==> src/rtl/contador_regressivo.sv <==
`default_nettype none
// ============================================================================
//  Module      : contador_regressivo
//  Description : Loadable synchronous down-counter/timer with a registered
//                terminal-count pulse (fim) and an optional auto-reload mode.
//                Counts from a loaded value down to zero. In auto-reload mode
//                it restarts from the reload register one enabled cycle after
//                reaching zero.
//  Revision    : 1.0 - initial release
// ============================================================================
module contador_regressivo #(
   parameter int WIDTH = 4
) (
   input  logic             clock,
   input  logic             reset_n,
   input  logic             carga,
   input  logic [WIDTH-1:0] valor,
   input  logic             habilita,
   input  logic             recarga,
   output logic [WIDTH-1:0] saida,
   output logic             zero,
   output logic             fim
);

   // FSM encoding: stopped / running
   localparam logic [0:0] c_ocioso   = 1'b0;
   localparam logic [0:0] c_contando = 1'b1;

   localparam logic [WIDTH-1:0] c_um   = {{(WIDTH-1){1'b0}}, 1'b1};
   localparam logic [WIDTH-1:0] c_nulo = '0;

   logic [0:0]       r_estado;
   logic [WIDTH-1:0] r_saida;
   logic [WIDTH-1:0] r_recarga_val;
   logic             r_modo;
   logic             r_fim;

   logic [0:0]       w_estado_prox;
   logic [WIDTH-1:0] w_saida_prox;
   logic [WIDTH-1:0] w_recarga_val_prox;
   logic             w_modo_prox;
   logic             w_fim_prox;

   // State register: FSM state, count, reload value, mode bit and fim pulse
   always_ff @(posedge clock or negedge reset_n) begin
      if (!reset_n) begin
         r_estado      <= c_ocioso;
         r_saida       <= c_nulo;
         r_recarga_val <= c_nulo;
         r_modo        <= 1'b0;
         r_fim         <= 1'b0;
      end else begin
         r_estado      <= w_estado_prox;
         r_saida       <= w_saida_prox;
         r_recarga_val <= w_recarga_val_prox;
         r_modo        <= w_modo_prox;
         r_fim         <= w_fim_prox;
      end
   end

   // Next-state logic: load has top priority, then enabled counting
   always_comb begin
      w_estado_prox      = r_estado;
      w_saida_prox       = r_saida;
      w_recarga_val_prox = r_recarga_val;
      w_modo_prox        = r_modo;
      w_fim_prox         = 1'b0;

      if (carga) begin
         w_saida_prox       = valor;
         w_recarga_val_prox = valor;
         w_modo_prox        = recarga;
         w_estado_prox      = (valor != c_nulo) ? c_contando : c_ocioso;
      end else if ((r_estado == c_contando) && habilita) begin
         if (r_saida > c_um) begin
            w_saida_prox = r_saida - c_um;
         end else if (r_saida == c_um) begin
            // Terminal edge: fim is registered alongside the transition to 0
            w_saida_prox = c_nulo;
            w_fim_prox   = 1'b1;
            if (!r_modo) begin
               w_estado_prox = c_ocioso;
            end
         end else begin
            // Sitting at 0 while running only happens in auto-reload mode
            w_saida_prox = r_recarga_val;
         end
      end
   end

   // Output decode: registered count and pulse, combinational zero flag
   always_comb begin
      saida = r_saida;
      fim   = r_fim;
      zero  = (r_saida == c_nulo);
   end

endmodule
`default_nettype wire

==> config.mk <==
export PLATFORM = sky130hd
export DESIGN_NAME = contador_regressivo
export DESIGN_NICKNAME = d
export VERILOG_FILES = /design/src/rtl/contador_regressivo.sv
export SDC_FILE = /design/constraint.sdc
export NUM_CORES = 1
export LEC_CHECK = 0
export CORE_MARGIN = 4
export CORE_UTILIZATION = 35
export DETAILED_ROUTE_END_ITERATION = 12
export GPL_TIMING_DRIVEN = 1
export PLACE_DENSITY = 0.66
export SETUP_SLACK_MARGIN = 0.5
export SLEW_MARGIN = 10
export SYNTH_ARGS = -nofsm -noshare
export SYNTH_HDL_FRONTEND = slang
export SYNTH_SLANG_ARGS = --single-unit
==> constraint.sdc <==
create_clock -name clock -period 2.7 [get_ports clock]
set_input_delay 0.81 -clock clock [delete_from_list [all_inputs] [get_ports clock]]
set_output_delay 0.81 -clock clock [all_outputs]
set_load 0.02 [all_outputs]
==> metrics <==
ys async rst share=between 90% and 100%; drt wl/cell=13.3 µm; 1st-pass router iterations=2; io pins=15; DP HPWL=944 µm; Req. time, crit path=around 1.9 ns; Final min period=2.18 ns; fraction of layout cells with a size suffix above 1=17.5%; Max Transition Viols Final=0; core area=1560 µm²; final-stage net count=93; Residual DRC=0; Critical Path Sink Type=output port; Starting Density=38.5%; Reg area=around 280 µm²; H-tree levels=1; vias in the first global route=495; global-route wire length before repair=2130 µm; die extent in x=49.4 µm; Max Freq=0.459 GHz; Sequential Power Share=a little under half; Via density=5.41; Clock Sinks=11; status=finished clean; clock skew=0.00285 ns; P_sw=131 µW; Longest Clk Path Bufs=2; CP Max Fanout=4; Num CTS Buffers=3; total global-route track usage=11.6%; EDFF count, synth=0; Final GP Congestion=0.779; worst-path cell chain=inv_1 -> ha_1 -> and2_1 -> dlygate4sd2_1; total grt overflow=0; Clock Power Share=26.4%; Cell Area, Synth=between 600 and 700 µm²; CP arrival=roughly 1.4 ns; Root Buffer=clkbuf_4; Top FF cell, synth=dfrtp_1; leakage power=about 0.36 nW; synth warn=0; syn_nets=74; area of the multi-input gates=305 µm²; Worst Tran Pin Value=0.498 ns; clock-pin slew on the worst setup and hold paths=0.07 ns; Rel. slew slack=about 67%; RSZ-0062 raised after global routing=true; synth-to-layout area growth=34.2%; pin count of the biggest net entering global routing=16; Logic pwr share=27.6%; Area contributors post-synth=dfrtp_1 46%, ha_1 6.3%, mux2_2 5.6%; Port Buffers=14; placed cells=91; Max VDD drop=about 270 µV; Tcrit/Tclk final=about four fifths; Via Count=~520; Hold Fails Final Rpt=0; slowest cell on the critical path=dfrtp_1; Final ANT Viol Nets=0; Die Ht=49.4 µm; Final Power=428 µW; initial DRC count=9; Yosys top cell area share=45.8%; synth cell count leaders=11 x dfrtp_1, 6 x a21oi_1, 5 x inv_1, 5 x nand2_1, 4 x nor2_1; Post-Syn Instances=62; number of synthesized register bits=11; critical path's largest stage delay=0.38 ns; initial antenna violation count=0; Ant. Diodes=0; Netlist cell types=27; top-count cell post-synth=dfrtp_1; TritonCTS clock tree=built; max-cap check violation count=0; Setup violations, final=0; fin cells=96; power per cell area=roughly 530 nW/µm²; Syn Area/Cell=9.69 µm²; Switching Share=between 30% and 40%; # fillers=149; Worst Hold Class=reg2reg; Die ar.=2440 µm²; internal power=297 µW; later-pin clock latency in the skew report=~0.27 ns; Synth area leader=dfrtp_1; hold buffers post-CTS=0; setup_tns=0 ns; register area share after synthesis=a little under half; Setup crit start kind=flop; Crit Path Category=reg2out; routed wire length=1270 µm; standard-cell rows=14
-- timing repair --
| item | in CTS | in global routing |
|---|---|---|
| setup buffers | 1 | 0 |
| setup endpoints to repair | 1 | 3 |
| gates resized for setup | 2 | 4 |
-- worst max-delay path, delay by kind of cell, from the launching register on --
| kind | cells | cell delay [ns] |
|---|---|---|
| AND/OR/NAND/NOR | 1 | 0.12 |
| buffers and inverters | 2 | 0.40 |
| adder cells (fa/ha/maj) | 1 | 0.19 |
| flip-flops | 1 | 0.38 |
-- power by group through the flow --
stage	Clock, mW	Combinational, mW	Sequential (mW)
finish	0.113	0.118	0.197
detailed placement	0	0.115	0.198
CTS	0.118	0.118	0.195
global route	0.130	0.129	0.200
floorplan	0	0.0603	0.205
global placement	0	0.115	0.198
-- flip-flops by register name, summed over array words and instances (netlist names) --
name           count
fim                1
r_estado           1
r_modo             1
r_recarga_val      4
saida              4
-- cells by family after synthesis --
family	count (synthesis)	share of synthesized area [%]
multiplexers	4	7.29
AND/OR/NAND/NOR	22	20.4
AO/OA/AOI/OAI	15	15.6
buffers and inverters	7	4.58
flip-flops	11	45.8
adder cells (fa/ha/maj)	3	6.25
-- layout make-up --
| type | count | share of cell area, % |
|---|---|---|
| sequential | 11 | 34.3 |
| tap | 16 | 2.48 |
| timing repair buffer | 16 | 19.7 |
| inverter | 5 | 2.33 |
| clock buffer | 4 | 3.26 |
| multi-input combinational | 44 | 37.9 |
-- per-layer routing --
metal / track usage [%] / wire [µm]
met1: 14.5 / 607
met2: 16.5 / 565
met3: 4.59 / 87
met4: 7.37 / 13
met5: 0 / 0
-- metrics by stage --
step / instance area, µm² / hold slack [ns] / utilization [%] / setup WS (ns)
6_report: 806 / 0.524 / 51.7 / 0.521
5_1_grt: 806 / 0.537 / 51.7 / 0.425
4_1_cts: 795 / 0.525 / 51.0 / 0.471
3_5_place_dp: 759 / 0.509 / 48.7 / 0.436
3_3_place_gp: 759 / 0.505 / 48.7 / 0.448
2_1_floorplan: 601 / 0.471 / - / 0.904
-- cell usage in the layout, fill, tap and decap left out, drive strengths merged --
master,instances
a21oi,6
and2,2
ha,3
mux2i,1
nor3,3
nor2b,2
buf,2
nand4b,1
mux2,3
a211oi,1
o21ai,3
o221ai,1
inv,5
a22o,1
nor2,4
dlymetal6s2s,2
nand3,1
and3,2
clkdlybuf4s50,11
dlygate4sd2,1
a31oi,1
o31ai,1
clkbuf,4
nand2,5
a311o,1
dfrtp,11
or3,1
nor4,1
-- final timing paths --
| kind | from | end | slack (ns) | cells past startpoint |
|---|---|---|---|---|
| setup reg to reg | saida[0]$_DFFE_PN0P_ | saida[0]$_DFFE_PN0P_ | 1.13 | 6 |
| hold reg to reg | r_modo$_DFFE_PN0P_ | r_modo$_DFFE_PN0P_ | 0.52 | 1 |
| max in group asynchronous | reset_n | saida[3]$_DFFE_PN0P_ | 1.47 | 1 |
| setup / recovery | saida[0]$_DFFE_PN0P_ | zero | 0.52 | 4 |
| min in group asynchronous | reset_n | saida[1]$_DFFE_PN0P_ | 0.87 | 1 |
| hold / removal | r_modo$_DFFE_PN0P_ | r_modo$_DFFE_PN0P_ | 0.52 | 1 |
Note: power is estimated with default switching activity, not from simulation.
